`src/rtl/count_pkg.sv`:
```
// Shared constants for the count_nb up/down counter.
// Default width, prescale limits and direction encoding.
package count_pkg;

  localparam int DEF_WIDTH = 8;

  localparam int PRESCALE_MIN = 1;
  localparam int PRESCALE_MAX = 65535;

  localparam logic UP   = 1'b1;
  localparam logic DOWN = 1'b0;

  // Phase register width for a given prescale ratio.
  function automatic int phase_bits(input int p);
    return (p > 1) ? $clog2(p) : 1;
  endfunction

endpackage

```
`src/rtl/count_tick_gen.sv`:
```
// Prescaler: emits one tick every PRESCALE enabled cycles.
// restart discards the partial phase.
module count_tick_gen
  import count_pkg::*;
#(
  parameter int PRESCALE = 1
) (
  input  logic clk,
  input  logic rst,
  input  logic en,
  input  logic restart,
  output logic tick
);

  localparam int PW = phase_bits(PRESCALE);
  localparam logic [PW-1:0] LAST = PW'(PRESCALE - 1);

  logic [PW-1:0] phase;

  assign tick = en && (phase == LAST);

  // Phase advances only on enabled cycles and wraps on a tick.
  always_ff @(posedge clk or posedge rst) begin
    if (rst) begin
      phase <= '0;
    end else if (restart) begin
      phase <= '0;
    end else if (en) begin
      phase <= tick ? '0 : phase + 1'b1;
    end
  end

endmodule

```
`src/rtl/count_nb.sv`:
```
// Prescaled up/down counter with wrap and terminal-count pulse.
// Define COUNT_NB_SAT_EN to add the sat (saturate) input.
module count_nb
  import count_pkg::*;
#(
  parameter int              WIDTH    = DEF_WIDTH,
  parameter logic [WIDTH-1:0] MAX     = {WIDTH{1'b1}},
  parameter int              PRESCALE = 1
) (
  input  logic             clk,
  input  logic             rst,
  input  logic             en,
  input  logic             up,
  input  logic             clr,
  input  logic             load,
  input  logic [WIDTH-1:0] din,
`ifdef COUNT_NB_SAT_EN
  input  logic             sat,
`endif
  output logic [WIDTH-1:0] out,
  output logic             tc
);

  logic             tick;
  logic             restart;
  logic             sat_on;
  logic             at_end;
  logic [WIDTH-1:0] load_v;
  logic [WIDTH-1:0] step_v;

  assign restart = clr | load;

`ifdef COUNT_NB_SAT_EN
  assign sat_on = sat;
`else
  assign sat_on = 1'b0;
`endif

  count_tick_gen #(
    .PRESCALE(PRESCALE)
  ) u_tick (
    .clk    (clk),
    .rst    (rst),
    .en     (en),
    .restart(restart),
    .tick   (tick)
  );

  // Next value for a load (clamped) and for a tick (wrap or hold).
  always_comb begin
    load_v = (din > MAX) ? MAX : din;
    at_end = (up == UP) ? (out == MAX) : (out == '0);
    if (at_end) begin
      if (sat_on)
        step_v = out;
      else
        step_v = (up == UP) ? '0 : MAX;
    end else begin
      step_v = (up == UP) ? out + 1'b1 : out - 1'b1;
    end
  end

  // Value and tc registers; clr beats load beats step.
  always_ff @(posedge clk or posedge rst) begin
    if (rst) begin
      out <= '0;
      tc  <= 1'b0;
    end else begin
      tc <= 1'b0;
      if (clr) begin
        out <= '0;
      end else if (load) begin
        out <= load_v;
      end else if (tick) begin
        out <= step_v;
        tc  <= at_end;
      end
    end
  end

endmodule

```
`config.mk`:
```
export PLATFORM = sky130hd
export DESIGN_NAME = count_nb
export DESIGN_NICKNAME = d
export VERILOG_FILES = /design/src/rtl/count_pkg.sv /design/src/rtl/count_tick_gen.sv /design/src/rtl/count_nb.sv
export SDC_FILE = /design/constraint.sdc
export NUM_CORES = 1
export LEC_CHECK = 0
export ABC_AREA = 1
export CAP_MARGIN = 40
export CORE_UTILIZATION = 48
export DETAILED_ROUTE_END_ITERATION = 10
export HOLD_SLACK_MARGIN = 0.1
export PLACE_DENSITY = 0.76
export SLEW_MARGIN = 20
export SYNTH_ARGS = -nofsm -noshare
export SYNTH_HDL_FRONTEND = slang
export SYNTH_SLANG_ARGS = --single-unit
```
`constraint.sdc`:
```
create_clock -name clk -period 1.9 [get_ports clk]
set_clock_uncertainty 0.1 [all_clocks]
set_input_delay 0.19 -clock clk [delete_from_list [all_inputs] [get_ports clk]]
set_output_delay 0.19 -clock clk [all_outputs]
set_load 0.03 [all_outputs]
```
==> reports/qor.txt, run 1 <==
CLOCKING
-------------------------------------------------------------------------------------
Number of hold buffers added after CTS .................................            0
Skew-Pair Late Insertion Delay .........................................      0.27 ns
# clock sinks ..........................................................           10
Number of buffers added by the clock tree synthesis step ...............            3
Clock Tree Buf Depth ...................................................            2
Clock Root Buffer ......................................................     clkbuf_4
Post-CTS setup-driven buffer insertion count ...........................            0
Reg clk slew, reported paths ...........................................      0.06 ns
TritonCTS clock tree ...................................................          yes
H-Tree Depth ...........................................................            1

SYNTHESIS
-------------------------------------------------------------------------------------
Post-Syn Nets ..........................................................          170
Adder and majority gate portion of the synthesized area ................        0.104
Post-synthesis share of cell area spent on and, or, nand and nor gates .        0.434
Top cell type's share of synthesized area ..............................        0.273
Post-synth design cell area ............................................    917 sq um
Average cell area after synthesis ......................................   6.16 sq um
Yosys Warn Count .......................................................            0
Number of synthesized register bits ....................................           10
Post-synthesis cell type count .........................................           21
Fraction of synthesized cell area in xor and xnor cells ................       0.0286
Synth top area cells ................................................... dfrtp_1 (27%), nand2_1 (24%), ha_1 (8.2%), inv_1 (7.8%), nor2_1 (7.4%)
Main combinational cell family by area after synthesis ................. simple AND/OR/NAND/NOR gates
Cell taking the most area after synthesis ..............................      dfrtp_1
Multiplexer share of the synthesized area ..............................            0
Share of the synthesized area in compound gates (AO/OA/AOI/OAI) ........       0.0628
Cells after synthesis ..................................................          149
Share of synthesized area occupied by flip-flops and latches ...........        0.273

GLOBAL ROUTE
-------------------------------------------------------------------------------------
Vias in the first global route .........................................          970
Largest net degree at the start of global routing ......................           13
First-pass GRT wire length .............................................      4070 um
Number of antenna violations at the first check in global routing ......            0
All-Layer GR Usage .....................................................        0.277
Remaining global-route overflow ........................................            0

MIN PATH
-------------------------------------------------------------------------------------
Worst min-delay path category ..........................................  in -> async

TIMING
-------------------------------------------------------------------------------------
Fin. Hold Viols ........................................................            0
Shortest period the worst path allows ..................................      1.76 ns
Share of the cycle needed by the critical path after routing ...........        0.928
Setup-violating endpoint count in the final report .....................            0
Worst slew pin tran ....................................................     0.387 ns
Final max-slew violation count .........................................            0
Max Clk Rate ...........................................................      567 MHz
Worst slew margin ......................................................        0.742
Worst slack on hold paths ..............................................    0.0928 ns

ROUTE
-------------------------------------------------------------------------------------
Via total after detailed routing .......................................         1049
Remaining number of nets flagged by the antenna check after routing ....            0
Routed vias/inst .......................................................         4.95
Detailed-route wire length per cell ....................................      11.6 um
Drt total wl ...........................................................      2460 um
Violation count after the first detailed-route iteration ...............           31
TritonRoute pass-1 iters ...............................................            4
Total DRC errors in the routed layout ..................................            0

PLACED DESIGN
-------------------------------------------------------------------------------------
Cell area reported after detailed placement ............................   1270 sq um
Count of input and output buffers ......................................           22
Detail Placement HPWL ..................................................      1980 um
RePlAce Congestion .....................................................        0.910

FLOORPLAN
-------------------------------------------------------------------------------------
Die outline width ......................................................      45.7 um
Area inside the core boundary ..........................................   1760 sq um
Die Footprint ..........................................................   2090 sq um
Ports ..................................................................           23
Initial Utilization ....................................................        0.520
Number of rows in the core area ........................................           15
Vert. Die Dim ..........................................................      45.7 um

CRITICAL PATH
-------------------------------------------------------------------------------------
Reg2Reg Depth ..........................................................           10
Worst-path fanout max ..................................................            3
Top Family by Delay on Critical Path ................................... simple AND/OR/NAND/NOR gates
End of the worst register-to-register path .............................       out[7]
CP dominant cell by count ..............................................      nand2_1
Sort of element at the end of the critical path ........................    flip-flop
Start of the worst register-to-register path ...........................       out[2]
Cells along the critical path .......................................... ha_1, or2_1, nand3_1, nand2_1, nand2_1, nand3_1, nand2_1, nand2_1, nand2_1, nand2_1
Kind of critical path ..................................................   reg -> reg
Largest stage delay, worst path ........................................      0.41 ns
Critical path's slowest cell ...........................................      dfrtp_1
Critical path startpoint category ......................................    flip-flop
Critical Path AT .......................................................      1.83 ns
FF-to-FF setup slack ...................................................      0.14 ns
Number of stages on the worst setup path ...............................           10
Count of buffering cells on the critical path with inverters included ..            0
Data required time at the worst endpoint ...............................      1.96 ns

STATUS
-------------------------------------------------------------------------------------
Outcome ................................................................ finished clean

PWR
-------------------------------------------------------------------------------------
Cell Pwr Density .......................................................  663 nW/um^2
Worst VDD drop .........................................................   0.000516 V
Leakage power figure ...................................................  0.000707 uW

CELLS AND AREA
-------------------------------------------------------------------------------------
Filler instances .......................................................          155
Area overhead of the layout relative to synthesis ......................        42.8%
Cell area after layout .................................................   1310 sq um
Share of post-route cells with drive strength above 1 ..................        0.150
Antenna diode count ....................................................            0
Count of nets after finishing ..........................................          210

RUN
-------------------------------------------------------------------------------------
Count of max-cap constraint violations .................................            0

flip-flops by register name, indices dropped and copies added, names as in the netlist:
name          count
out               8
u_tick.phase      1
tc                1
cell usage after synthesis, drive strengths merged:
| master | instances |
|---|---|
| dfrtp | 10 |
| nand2 | 59 |
| nand3 | 8 |
| clkbuf | 1 |
| nor3 | 2 |
| xor2 | 2 |
| o21ai | 6 |
| inv | 23 |
| or2 | 2 |
| xnor2 | 1 |
| a21oi | 3 |
| fa | 1 |
| ha | 6 |
| o22ai | 2 |
| nand3b | 2 |
| nor2 | 21 |
layer usage:
| layer | global-route usage | routed length (um) |
|---|---|---|
| met5 | 0 | 0 |
| met1 | 0.360 | 1080 |
| met3 | 0.0714 | 148 |
| met2 | 0.431 | 1170 |
| met4 | 0.118 | 58 |
through the flow:
step | util | std cells | power (uW) | setup slack (ns) | setup TNS (ns)
6_report | 0.743 | 212 | 869 | 0.136 | 0
3_5_place_dp | 0.720 | 209 | 713 | -0.243 | -1.27
4_1_cts | 0.733 | 212 | 861 | 0.0289 | 0
5_1_grt | 0.743 | 212 | 944 | -0.0124 | -0.0124
2_1_floorplan | - | 149 | 526 | 0.0147 | 0
3_3_place_gp | 0.720 | 209 | 703 | -0.204 | -1.06
how the worst max path moves through the flow:
stage	start	to
6_report	out[2]	out[7]
4_1_cts	up	out[7]
5_1_grt	out[4]	out[7]
3_3_place_gp	up	out[7]
3_5_place_dp	up	out[7]
2_1_floorplan	out[0]	out[4]
report_power, final:
| group | switching (uW) | total, uW | internal (uW) |
|---|---|---|---|
| Clock | 75.2 | 149 | 73.4 |
| Sequential | 20.2 | 254 | 234 |
| Combinational | 251 | 466 | 215 |
cell usage in the layout, fill, tap and decap left out, types with 2 or more instances in the layout:
| cell | n |
|---|---|
| ha_1 | 5 |
| clkbuf_4 | 3 |
| o21ai_0 | 2 |
| nor2_1 | 18 |
| dfrtp_1 | 10 |
| nor2_4 | 2 |
| o22ai_1 | 2 |
| or2_1 | 2 |
| nand3b_1 | 2 |
| buf_4 | 14 |
| a21oi_1 | 3 |
| nand2_1 | 58 |
| clkdlybuf4s50_1 | 21 |
| inv_2 | 5 |
| inv_1 | 18 |
| nand3_1 | 8 |
| o21ai_1 | 4 |
| nor3_1 | 2 |
| xor2_1 | 2 |
worst reg2reg max path, stage by stage, from the launching register on:
cell	delay, ns
dfrtp_1	0.41
ha_1	0.31
or2_1	0.26
nand3_1	0.14
nand2_1	0.08
nand2_1	0.07
nand3_1	0.06
nand2_1	0.07
nand2_1	0.05
nand2_1	0.06
nand2_1	0.05
cell type report:
class / instances / area [sq um] / area share
inverter: 23 / 86.3 / 0.0659
sequential: 10 / 250 / 0.191
clock buffer: 3 / 22.5 / 0.0172
multi-input combinational: 115 / 592 / 0.452
tap: 25 / 31.3 / 0.0239
timing repair buffer: 36 / 328 / 0.250
cells by family (layout without fill, tap and decap cells):
logic type      after synthesis  in the layout
flops                        10             10
simple gates                 94             94
fa+ha+maj                     7              7
buf+inv                      24             62
compound gates               11             11
xor+xnor                      3              3
timing repair:
item / CTS / global route
setup endpoints to repair: 0 / 5
gates resized for setup: 0 / 4
hold endpoints to repair: 0 / 0
Note: power is estimated with default switching activity, not from simulation.
==> run 2, diff against run 1 <==
Settings changed: CORE_ASPECT_RATIO from default to 0.8, CORE_UTILIZATION 48 to 30, PLACE_DENSITY 0.76 to 0.51.
==> run 2 against run 1 <==
Net effect: power up 18%; maximum frequency up 0.73%; final area up 8.6%; sequential cell count unchanged; critical endpoint is now out[3]; count of clock-buffer cells in the layout up 1; cell count up 7.1%; sequential share of layout area down 1.5 points; global-route usage down 9.2 points; hold slack better by 0.049 ns; worst setup slack better by 0.013 ns; combinational power up 7.3%.
==> reports/qor.txt, run 2 (same netlist as run 1, synthesis figures left out) <==
CELLS AND AREA
----------------------------------------------------------------------------------
Most common cell after layout, fill and taps aside ..................      nand2_1   unchanged
Largest registers ................................................... out (8), tc (1), u_tick.phase (1)   unchanged
Area overhead of the layout relative to synthesis ...................        55.1%   was 42.8%
Cell area after layout ..............................................   1420 sq um   was 1310 sq um
Commonest cells after routing, fill and taps aside .................. nand2_1 (58), clkdlybuf4s50_1 (21), inv_1 (18), nor2_1 (18), buf_4 (15)   was nand2_1 (58), clkdlybuf4s50_1 (21), inv_1 (18), nor2_1 (18), buf_4 (14)
Antenna diode count .................................................            0   unchanged
Count of nets after finishing .......................................          211   was 210
Number of flip-flops under the largest register name ................            8   unchanged
Share of post-route cells with drive strength above 1 ...............        0.185   was 0.150
Largest register by flop count ......................................          out   unchanged

TIMING
----------------------------------------------------------------------------------
Share of the cycle needed by the critical path after routing ........        0.922   was 0.928
Setup repair after global routing missed its margin .................        false
Setup-violating endpoint count in the final report ..................            0   unchanged
Fin. Hold Viols .....................................................            0   unchanged
Final max-slew violation count ......................................            0   unchanged
Shortest period the worst path allows ...............................      1.75 ns   was 1.76 ns
Worst slew margin ...................................................        0.730   was 0.742
Worst slack on hold paths ...........................................     0.142 ns   was 0.0928 ns
Worst slew pin tran .................................................     0.404 ns   was 0.387 ns
Max Clk Rate ........................................................      571 MHz   was 567 MHz

ROUTE
----------------------------------------------------------------------------------
Detailed-route wire length per cell .................................      11.9 um   was 11.6 um
Remaining number of nets flagged by the antenna check after routing .            0   unchanged
Routed vias/inst ....................................................         4.59   was 4.95
Total DRC errors in the routed layout ...............................            0   unchanged
TritonRoute pass-1 iters ............................................            5   was 4
Drt total wl ........................................................      2710 um   was 2460 um
Violation count after the first detailed-route iteration ............           55   was 31
Via total after detailed routing ....................................         1041   was 1049

CLOCKING
----------------------------------------------------------------------------------
# clock sinks .......................................................           10   unchanged
H-Tree Depth ........................................................            1   unchanged
Clock Tree Buf Depth ................................................            2   unchanged
TritonCTS clock tree ................................................          yes   unchanged
Number of buffers added by the clock tree synthesis step ............            3   unchanged
Reg clk slew, reported paths ........................................      0.05 ns   was 0.06 ns
Skew-Pair Late Insertion Delay ......................................      0.24 ns   was 0.27 ns
Post-CTS setup-driven buffer insertion count ........................            0   unchanged
Clock Root Buffer ...................................................     clkbuf_8   was clkbuf_4

PWR
----------------------------------------------------------------------------------
Switching power .....................................................       372 uW   was 347 uW
Share of power burned in the clock network ..........................        0.263   was 0.171
Combinational share of power ........................................        0.487   was 0.536
Leakage power figure ................................................  0.000726 uW   was 0.000707 uW
Worst VDD drop ......................................................   0.000337 V   was 0.000516 V
Cell-internal power .................................................       654 uW   was 523 uW
Sequential power share ..............................................        0.250   was 0.293
Cell Pwr Density ....................................................  721 nW/um^2   was 663 nW/um^2
Switching share of total power ......................................        0.363   was 0.399

GLOBAL ROUTE
----------------------------------------------------------------------------------
Vias in the first global route ......................................         1003   was 970
Number of antenna violations at the first check in global routing ...            0   unchanged
Largest net degree at the start of global routing ...................           13   unchanged
All-Layer GR Usage ..................................................        0.185   was 0.277
First-pass GRT wire length ..........................................      4520 um   was 4070 um
Remaining global-route overflow .....................................            0   unchanged

PLACED DESIGN
----------------------------------------------------------------------------------
Cell area reported after detailed placement .........................   1290 sq um   was 1270 sq um
Count of input and output buffers ...................................           22   unchanged
RePlAce Congestion ..................................................        0.827   was 0.910
Detail Placement HPWL ...............................................      2160 um   was 1980 um

FLOORPLAN
----------------------------------------------------------------------------------
Ports ...............................................................           23   unchanged
Die outline width ...................................................      63.8 um   was 45.7 um
Area inside the core boundary .......................................   2830 sq um   was 1760 sq um
Number of rows in the core area .....................................           17   was 15
Vert. Die Dim .......................................................      51.5 um   was 45.7 um
Initial Utilization .................................................        0.324   was 0.520
Die Footprint .......................................................   3280 sq um   was 2090 sq um

CRITICAL PATH
----------------------------------------------------------------------------------
FF-to-FF setup slack ................................................      0.18 ns   was 0.14 ns
Critical path startpoint category ...................................    flip-flop   unchanged
Kind of critical path ...............................................   reg -> out   was reg -> reg
Critical Path AT ....................................................      1.46 ns   was 1.83 ns
Data required time at the worst endpoint ............................      1.61 ns   was 1.96 ns
Worst-path fanout max ...............................................            4   was 3
Sort of element at the end of the critical path ..................... primary output   was flip-flop

MIN PATH
----------------------------------------------------------------------------------
Worst min-delay path category .......................................  in -> async   unchanged

STATUS
----------------------------------------------------------------------------------
Outcome ............................................................. finished clean   unchanged

RUN
----------------------------------------------------------------------------------
Count of max-cap constraint violations ..............................            0   unchanged

run 2: layer usage:
metal  part of all wire  GRT usage
met1               0.49      0.254
met2               0.46      0.303
met3              0.045     0.0402
met4                  0     0.0227
met5                  0          0
run 2: path summary, 6_finish.rpt:
path | from | to | cells past startpoint
worst max-delay path | out[3] | out[3] | 2
worst min-delay path | rst | out[7] | 2
worst max register to register | out[0] | out[4] | 12
worst min register to register | u_tick.phase | u_tick.phase | 2
max in group asynchronous | rst | out[2] | 2
min in group clk | u_tick.phase | u_tick.phase | 2
run 2: stage by stage:
step	instances	util	setup slack [ns]	setup TNS, ns	total power, uW
detailed placement	223	0.457	-0.255	-1.27	723
finish	227	0.503	0.149	0	1030
global placement	223	0.457	-0.270	-1.30	723
CTS	227	0.481	0.0241	0	1010
floorplan	149	-	0.0147	0	526
global route	227	0.503	0.0481	0	1110
run 2: power by group through the flow:
stage | sequential [uW] | combinational [uW] | clock [uW]
after floorplan | 304 | 222 | 0
after global placement | 253 | 470 | 0
after detailed placement | 255 | 468 | 0
after CTS | 252 | 477 | 277
after global routing | 259 | 557 | 291
final | 257 | 500 | 270
run 2: timing repair:
| item | CTS | global route |
|---|---|---|
| hold buffers | 0 | 0 |
| endpoints found under the setup margin | 3 | 5 |
| endpoints found under the hold margin | 0 | 0 |
| resized for setup | 2 | 8 |
run 2: layout make-up:
cell class              instances  area (sq um)
multi-input cells             115           646
flip-flops and latches         10           250
repair buffers                 37           335
clock buffers                   4          55.1
well taps                      38          47.5
inverters                      23          88.8
fillers                       273          1410
run 2: worst max-delay path, cell delays in order (launching register included):
cell             delay (ns)
dfrtp_1                0.40
buf_4                  0.16
clkdlybuf4s50_1        0.67
==> run 3, diff against run 2 <==
Settings changed: CORE_UTILIZATION 30 to 35, PLACE_DENSITY 0.51 to 0.58.
==> run 3 against run 2 <==
Net effect: hold slack worse by 0.047 ns; first-iteration DRC count shrank 47%; via count is 0.58% lower; non-clock buffer count stayed put; wire length fell by 6.5%; maximum frequency decreased by 0.78%; core utilization rose by 4.6 points; register-to-register slack worse by 0.03 ns; sequential power hardly changed; sequential cell count is the same; critical endpoint is now out[2]; largest cell class unchanged; largest power group unchanged.
==> reports/qor.txt, run 3 (same netlist as run 1, synthesis figures left out) <==
CELLS AND AREA
----------------------------------------------------------------------------------
Area overhead of the layout relative to synthesis ...................        47.3%   was 55.1%
Count of nets after finishing .......................................          211   unchanged
Most common cell after layout, fill and taps aside ..................      nand2_1   unchanged
Share of post-route cells with drive strength above 1 ...............        0.169   was 0.185
Filler instances ....................................................          247   was 273
Commonest cells after routing, fill and taps aside .................. nand2_1 (58), clkdlybuf4s50_1 (21), nor2_1 (18), inv_1 (17), buf_4 (15)   was nand2_1 (58), clkdlybuf4s50_1 (21), inv_1 (18), nor2_1 (18), buf_4 (15)
Largest register by flop count ......................................          out   unchanged
Post-layout instance count excluding filler cells ...................          225   was 227
Antenna diode count .................................................            0   unchanged
Largest registers ................................................... out (8), tc (1), u_tick.phase (1)   unchanged
Number of flip-flops under the largest register name ................            8   unchanged

FLOORPLAN
----------------------------------------------------------------------------------
Number of rows in the core area .....................................           16   was 17
Vert. Die Dim .......................................................      47.8 um   was 51.5 um
Die Footprint .......................................................   2830 sq um   was 3280 sq um
Die outline width ...................................................      59.2 um   was 63.8 um
Initial Utilization .................................................        0.372   was 0.324
Area inside the core boundary .......................................   2460 sq um   was 2830 sq um
Ports ...............................................................           23   unchanged

GLOBAL ROUTE
----------------------------------------------------------------------------------
Vias in the first global route ......................................          853   was 1003
All-Layer GR Usage ..................................................        0.195   was 0.185
Number of antenna violations at the first check in global routing ...            0   unchanged
Remaining global-route overflow .....................................            0   unchanged
Largest net degree at the start of global routing ...................           13   unchanged
First-pass GRT wire length ..........................................      3910 um   was 4520 um

CRITICAL PATH
----------------------------------------------------------------------------------
Data required time at the worst endpoint ............................      1.61 ns   about the same
Crit path from ......................................................       out[2]   was out[3]
Kind of critical path ...............................................   reg -> out   unchanged
End of the worst register-to-register path ..........................       out[7]   was out[4]
Sort of element at the end of the critical path ..................... primary output   unchanged
FF-to-FF setup slack ................................................      0.15 ns   was 0.18 ns
Capture point of the worst path .....................................       out[2]   was out[3]
Reg2Reg Depth .......................................................           11   was 12
Critical path startpoint category ...................................    flip-flop   unchanged
Start of the worst register-to-register path ........................       out[4]   was out[0]
Worst-path fanout max ...............................................            4   unchanged
Critical Path AT ....................................................      1.47 ns   was 1.46 ns

PWR
----------------------------------------------------------------------------------
Cell Pwr Density ....................................................  688 nW/um^2   was 721 nW/um^2
Sequential power share ..............................................        0.273   was 0.250
Switching power .....................................................       361 uW   was 372 uW
Share of power burned in the clock network ..........................        0.218   was 0.263
Leakage power figure ................................................  0.000719 uW   was 0.000726 uW
Total Power Consumption .............................................       930 uW   was 1030 uW
Worst VDD drop ......................................................   0.000328 V   was 0.000337 V
Cell-internal power .................................................       569 uW   was 654 uW
Switching share of total power ......................................        0.388   was 0.363
Combinational share of power ........................................        0.509   was 0.487

ROUTE
----------------------------------------------------------------------------------
TritonRoute pass-1 iters ............................................            4   was 5
Violation count after the first detailed-route iteration ............           29   was 55
Drt total wl ........................................................      2530 um   was 2710 um
Remaining number of nets flagged by the antenna check after routing .            0   unchanged
Total DRC errors in the routed layout ...............................            0   unchanged
Via total after detailed routing ....................................         1035   was 1041
Routed vias/inst ....................................................         4.60   was 4.59
Detailed-route wire length per cell .................................      11.3 um   was 11.9 um

CLOCKING
----------------------------------------------------------------------------------
Post-CTS setup-driven buffer insertion count ........................            0   unchanged
Clock Root Buffer ...................................................     clkbuf_4   was clkbuf_8
Skew-Pair Late Insertion Delay ......................................      0.27 ns   was 0.24 ns
TritonCTS clock tree ................................................          yes   unchanged
H-Tree Depth ........................................................            1   unchanged
# clock sinks .......................................................           10   unchanged
Number of hold buffers added after CTS ..............................            0   unchanged
Number of resized instances in the post-cts repair step .............            0   was 2
Number of buffers added by the clock tree synthesis step ............            3   unchanged
Reg clk slew, reported paths ........................................      0.08 ns   was 0.05 ns
Clock Tree Buf Depth ................................................            2   unchanged

TIMING
----------------------------------------------------------------------------------
Fin. Hold Viols .....................................................            0   unchanged
Max Clk Rate ........................................................      567 MHz   was 571 MHz
Share of the cycle needed by the critical path after routing ........        0.929   was 0.922
Worst slack on hold paths ...........................................    0.0952 ns   was 0.142 ns
Shortest period the worst path allows ...............................      1.76 ns   was 1.75 ns
Setup-violating endpoint count in the final report ..................            0   unchanged
Total negative slack for setup checks ...............................         0 ns   unchanged
Worst slew pin tran .................................................     0.413 ns   was 0.404 ns
Setup repair after global routing missed its margin .................        false   unchanged
Worst slew margin ...................................................        0.724   was 0.730
Final max-slew violation count ......................................            0   unchanged

PLACED DESIGN
----------------------------------------------------------------------------------
Placed Cells ........................................................          221   was 223
Count of input and output buffers ...................................           22   unchanged
Detail Placement HPWL ...............................................      2060 um   was 2160 um
RePlAce Congestion ..................................................        0.883   was 0.827

STATUS
----------------------------------------------------------------------------------
Outcome ............................................................. finished clean   unchanged

RUN
----------------------------------------------------------------------------------
Count of max-cap constraint violations ..............................            0   unchanged

MIN PATH
----------------------------------------------------------------------------------
Worst min-delay path category .......................................  in -> async   unchanged

==> run 3: per-stage QoR <==
step | setup WS (ns) | instance area [sq um] | utilization
2_1_floorplan | 0.0147 | 917 | -
3_3_place_gp | -0.235 | 1290 | 0.524
3_5_place_dp | -0.258 | 1290 | 0.524
4_1_cts | 0.0375 | 1330 | 0.539
5_1_grt | 0.0122 | 1350 | 0.549
6_report | 0.135 | 1350 | 0.549
==> run 3: worst max-delay path: stages, from the launching register on <==
cell and delay, ns:
dfrtp_1 0.40, buf_4 0.14, clkdlybuf4s50_1 0.66
==> run 3: power by group through the flow <==
stage / clock [uW] / combinational [uW] / sequential, uW
6_report: 203 / 473 / 254
5_1_grt: 215 / 526 / 256
4_1_cts: 208 / 463 / 253
3_5_place_dp: 0 / 461 / 257
3_3_place_gp: 0 / 459 / 255
2_1_floorplan: 0 / 222 / 304
==> run 3: cell type report <==
cell class,count,area (sq um),area share
clock buffer,4,36.3,0.0269
sequential,10,250,0.185
multi-input combinational,115,596,0.441
inverter,23,88.8,0.0657
timing repair buffer,37,335,0.248
tap,36,45.0,0.0333
==> run 3: how the worst min path moves through the flow <==
stage,startpoint,to,depth (start not counted)
finish,rst,tc,2
CTS,rst,out[7],2
detailed placement,u_tick.phase,u_tick.phase,2
global route,rst,tc,2
floorplan,rst,out[0],1
global placement,rst,out[7],2
==> run 3: layer usage <==
layer,wire length (um),vias up,GRT usage
met1,1240,464,0.264
met3,122,2,0.0514
met2,1160,28,0.328
met4,11,0,0.0143
li1,-,541,-
met5,0,-,0
